$ cat config.mk
export PLATFORM = sky130hd
export DESIGN_NAME = mcu_block_scheduler
export DESIGN_NICKNAME = d
export VERILOG_FILES = /design/src/rtl/mcu_block_scheduler_pkg.sv /design/src/rtl/mcu_block_scheduler_order_gen.sv /design/src/rtl/mcu_block_scheduler.sv
export SDC_FILE = /design/constraint.sdc
export NUM_CORES = 1
export LEC_CHECK = 0
export ABC_CLOCK_PERIOD_IN_PS = 4500
export CAP_MARGIN = 20
export CORE_MARGIN = 2
export CORE_UTILIZATION = 53
export CTS_CLUSTER_SIZE = 10
export DETAILED_ROUTE_END_ITERATION = 7
export PLACE_DENSITY = 0.93
export REMOVE_ABC_BUFFERS = 1
export SLEW_MARGIN = 20
export SYNTH_ARGS = -nofsm -noshare
export SYNTH_HDL_FRONTEND = slang
export SYNTH_SLANG_ARGS = --single-unit
$ cat constraint.sdc
create_clock -name clk -period 4.5 [get_ports clk]
set_input_delay 0.9 -clock clk [delete_from_list [all_inputs] [get_ports clk]]
set_output_delay 0.9 -clock clk [all_outputs]
set_load 0.03 [all_outputs]
$ cat src/rtl/mcu_block_scheduler_pkg.sv
// mcu_block_scheduler_pkg: shared constants, state type and width helper for the MCU block scheduler
package mcu_block_scheduler_pkg;
  localparam int BLOCK_LEN = 64;
  typedef enum logic [1:0] {IDLE, STREAM, DONE, GAP} sched_state_t;
  function automatic int clog2_min1(input int n);
    return (n > 1) ? $clog2(n) : 1;
  endfunction
endpackage

$ cat src/rtl/mcu_block_scheduler_order_gen.sv
// mcu_order_gen: maps a block index within an MCU to its component id and flags the last block
module mcu_order_gen
  import mcu_block_scheduler_pkg::*;
#(
  parameter int NUM_COMP = 3,
  parameter int Y_BLOCKS = 4,
  parameter int BW       = 3,
  parameter int CW       = 2
) (
  input  logic [BW-1:0] blk,
  output logic [CW-1:0] comp,
  output logic          last
);
  assign comp = (int'(blk) < Y_BLOCKS) ? '0 : CW'(int'(blk) - Y_BLOCKS + 1);
  assign last = int'(blk) == Y_BLOCKS + NUM_COMP - 2;
endmodule

$ cat src/rtl/mcu_block_scheduler.sv
// mcu_block_scheduler: pulls 8x8 coefficient blocks from per-component requesters in MCU order
module mcu_block_scheduler
  import mcu_block_scheduler_pkg::*;
#(
  parameter int DATA_WIDTH     = 10,
  parameter int NUM_COMP       = 3,
  parameter int Y_BLOCKS       = 4,
  parameter int MCUS_PER_FRAME = 1200,
  parameter int GAP_CYCLES     = 2
) (
  input  logic                            clk,
  input  logic                            rst_n,
  input  logic                            start,
  output logic                            busy,
  input  logic [NUM_COMP-1:0]             req_valid,
  input  logic [NUM_COMP*DATA_WIDTH-1:0]  req_data,
  output logic [NUM_COMP-1:0]             req_ready,
  input  logic                            out_ready,
  output logic                            code_valid,
  output logic [DATA_WIDTH-1:0]           code_data,
  output logic                            code_done,
  output logic [clog2_min1(NUM_COMP)-1:0] code_comp,
  output logic                            mcu_done,
  output logic                            frame_done
);
  localparam int CW = clog2_min1(NUM_COMP);
  localparam int BW = clog2_min1(Y_BLOCKS + NUM_COMP - 1);
  localparam int MW = clog2_min1(MCUS_PER_FRAME);
  localparam int GW = clog2_min1(GAP_CYCLES + 1);
  sched_state_t  state, state_n;
  logic [5:0]    coef;
  logic [BW-1:0] blk;
  logic [MW-1:0] mcu;
  logic [GW-1:0] gap;
  logic [CW-1:0] sel;
  logic          fin, xfer, done_acc, last_blk, mcu_last, frame_last, gap_end;
  mcu_order_gen #(.NUM_COMP(NUM_COMP), .Y_BLOCKS(Y_BLOCKS), .BW(BW), .CW(CW)) u_order (
    .blk(blk), .comp(sel), .last(last_blk)
  );
  assign xfer       = (state == STREAM) && req_valid[sel] && out_ready;
  assign done_acc   = (state == DONE) && out_ready;
  assign mcu_last   = mcu == MW'(MCUS_PER_FRAME - 1);
  assign frame_last = last_blk && mcu_last;
  assign gap_end    = gap == GW'(GAP_CYCLES - 1);
  assign req_ready  = (state == STREAM) ? NUM_COMP'(out_ready) << sel : '0;
  // next-state: the frame-end flag decides where the gap leads
  always_comb begin
    state_n = state;
    case (state)
      IDLE:    state_n = start ? STREAM : IDLE;
      STREAM:  state_n = (xfer && coef == 6'(BLOCK_LEN - 1)) ? DONE : STREAM;
      DONE:    state_n = !out_ready ? DONE : (GAP_CYCLES > 0) ? GAP : frame_last ? IDLE : STREAM;
      GAP:     state_n = !gap_end ? GAP : fin ? IDLE : STREAM;
      default: state_n = IDLE;
    endcase
  end
  // state, coefficient/block/MCU/gap counters and busy flag
  always_ff @(posedge clk or negedge rst_n) begin
    if (!rst_n) begin
      state <= IDLE;
      coef  <= '0;
      blk   <= '0;
      mcu   <= '0;
      gap   <= '0;
      fin   <= 1'b0;
      busy  <= 1'b0;
    end else begin
      state <= state_n;
      gap   <= (state == GAP) ? gap + 1'b1 : '0;
      if (xfer) coef <= coef + 6'd1;
      if (done_acc) begin
        blk <= last_blk ? '0 : blk + 1'b1;
        fin <= frame_last;
        if (last_blk) mcu <= mcu_last ? '0 : mcu + 1'b1;
      end
      if (frame_done) busy <= 1'b0;
      if (state == IDLE && start) begin
        coef <= '0;
        blk  <= '0;
        mcu  <= '0;
        fin  <= 1'b0;
        busy <= 1'b1;
      end
    end
  end
  // registered output stage: strobe-only stream plus trailer pulses
  always_ff @(posedge clk or negedge rst_n) begin
    if (!rst_n) begin
      code_valid <= 1'b0;
      code_data  <= '0;
      code_done  <= 1'b0;
      code_comp  <= '0;
      mcu_done   <= 1'b0;
      frame_done <= 1'b0;
    end else begin
      code_valid <= xfer;
      code_done  <= done_acc;
      mcu_done   <= done_acc && last_blk;
      frame_done <= done_acc && frame_last;
      if (xfer) code_data <= req_data[sel*DATA_WIDTH +: DATA_WIDTH];
      if (xfer || done_acc) code_comp <= sel;
    end
  end
endmodule
==> metrics <==
status=finished, final reports clean; Int Power=0.8435 mW; switching share of power=0.4040; Gate power share=0.418; depth of the CTS H-tree=2; EDFF count, synth=0; layout cells sized above 1=0.06597; Synth area leader=dfrtp_1; CTS clk-pin slew, worst paths=about 80 ps; Reg power frac=0.409; Hold Path Class=reg2reg; placed inst area=2870 um2; max-cap check violation count=0; period utilization=0.8774; Initial Util=0.5422; PD cells=~480 nW/um2; Die H=70.28 um; WL/cell=16.00 um; dpl cells=332; TritonCTS Buffers=5; Synth top cells by count=dfrtp_1 (42), inv_1 (20), nand2_1 (19), mux2i_1 (14); first-pass GRT wire length=roughly 9 mm; crit-path max FO=18; total number of vias=2035; Clock Power Share=0.173; DRT Pass-1 Iters=6; Layout area overhead=27.14%; Hold-fix buffers, CTS=0; Place WS=925.0 ps; Setup TNS Final=0 ps; setup ws final=~550 ps; CTS tree=built; CP Capture Type=output pin; Slew @ Worst Pin=between 800 and 900 ps; Routed WL=5.440 mm; chip width=70.28 um; Setup Buffers After CTS=0; HPWL Detailed=3.909 mm; most frequent cell after synthesis=dfrtp_1; data required time of the critical path=3600 ps; final instance area=2960 um2; core area=about 4300 um2; clock root buffer=clkbuf_8; Switch Pwr=~0.57 mW; Async SR Flop Fraction=1.000; Post-Syn Area=2328 um2; Worst IR Drop VDD=~0.27 mV; die area=4939 um2; clock latency on the worst-skew pair=300 ps; Leak=1.258 nW; # setup viols final=0; largest net degree at the start of global routing=43; fill count=324; total track usage=0.2273; initial DRC count=~170; CP arrival=3050 ps; Seq/Total Area, Yosys=0.4514; Synth area leaders=dfrtp_1 (45%), mux2i_1 (6.0%), a222oi_1 (4.3%); I/O pins=57; cell row count=24; CP Class=reg2out; # diodes=0; clock skew=7.108 ps; vias in the first global route=around 1900; global placement routability congestion=around 0.94; Worst Hold Slack=between 400 and 500 ps; FF+latch count, synth=42; footprint of the multi-input gates=approximately 1100 um2; initial antenna violation count=0; number of cells upsized or downsized after cts=0; DR DRC count=0; Setup crit start kind=flop; PnR Total Power=1.415 mW; area share of the largest cell type after synthesis=0.4514; Fin. Hold Viols=0; total clock sinks=42; Syn Inst Count=237; CTS Buffer Depth=2; Sequential Area=1051 um2; Slew Viols, Final=0; Final Critical Period=3948 ps; Syn Area/Cell=9.825 um2; unrepaired setup endpoints after global routing=no; I/O Buffers=56; fmax=0.2533 GHz; Final Non-Filler Cells=340; Via density=5.985; Rel. slew slack=0.4069; ANT nets after route=0; grt ovf=0; Core Util, Final=0.6894; post-synthesis cell type count=44; Most used DFF post-synth=dfrtp_1; Nets=329; Ys Warns=0
[cell families (layout without fill, tap and decap cells)]
kind of cell             after synthesis  in the layout  share of synthesized area
multiplexers                          14             14                    0.06018
AO/OA/AOI/OAI                         62             62                     0.2004
buffers and inverters                 35             86                    0.07093
XOR/XNOR                               6              6                    0.02257
flip-flops                            42             42                     0.4514
adder cells (fa/ha/maj)                5              5                    0.02687
AND/OR/NAND/NOR                       73             73                     0.1676
[final timing paths]
kind	start	end	slack (ps)	cells past startpoint
setup / recovery	blk[0]	req_ready[2]	550	4
hold / removal	gap[0]	gap[0]	440	1
setup reg to reg	blk[0]	code_data[8]	1530	6
hold reg to reg	gap[0]	gap[0]	440	1
max in group asynchronous	rst_n	code_data[6]	3230	1
min in group asynchronous	rst_n	code_comp[1]	720	1
[cells in the final DEF (no fill, tap or decap), types with 7 or more instances in the layout]
| master | n |
|---|---|
| mux2i_1 | 14 |
| a222oi_1 | 10 |
| nand3_1 | 11 |
| dfrtp_1 | 42 |
| nand2_1 | 19 |
| a22o_1 | 11 |
| nor2_1 | 12 |
| clkdlybuf4s50_1 | 55 |
| inv_1 | 20 |
| o21ai_0 | 7 |
| a21oi_1 | 12 |
[power by group through the flow]
| stage | clock, mW | sequential, mW | combinational (mW) |
|---|---|---|---|
| 2_1_floorplan | 0 | 0.663 | 0.276 |
| 3_3_place_gp | 0 | 0.577 | 0.568 |
| 3_5_place_dp | 0 | 0.585 | 0.588 |
| 4_1_cts | 0.251 | 0.576 | 0.594 |
| 5_1_grt | 0.267 | 0.600 | 0.638 |
| 6_report | 0.245 | 0.578 | 0.592 |
[area by class of cell]
type	count	area share
repair buffers	57	0.1902
well taps	52	0.02198
clock inverters	3	0.007185
flip-flops and latches	42	0.3550
inverters	21	0.02663
clock buffers	5	0.02325
multi-input cells	160	0.3757
[flip-flops by register name, summed over array words and instances (netlist names)]
register    flops
blk             3
code_valid      1
gap             2
coef            6
fin             1
frame_done      1
state           2
code_done       1
mcu            11
busy            1
mcu_done        1
code_comp       2
code_data      10
[layer usage]
| metal | track usage | wire length [um] | vias up |
|---|---|---|---|
| met5 | 0 | 0 | - |
| met4 | 0.07906 | 102 | 0 |
| met3 | 0.04473 | 300 | 12 |
| met2 | 0.3616 | 2624 | 71 |
| met1 | 0.3099 | 2413 | 982 |
| li1 | - | - | 970 |
[critical path: stages, from the launching register on]
cell and delay [ps]:
dfrtp_1 710, ha_1 540, and3b_1 620, and2_1 210, clkdlybuf4s50_1 660
Power figures use the tool's default switching activity.
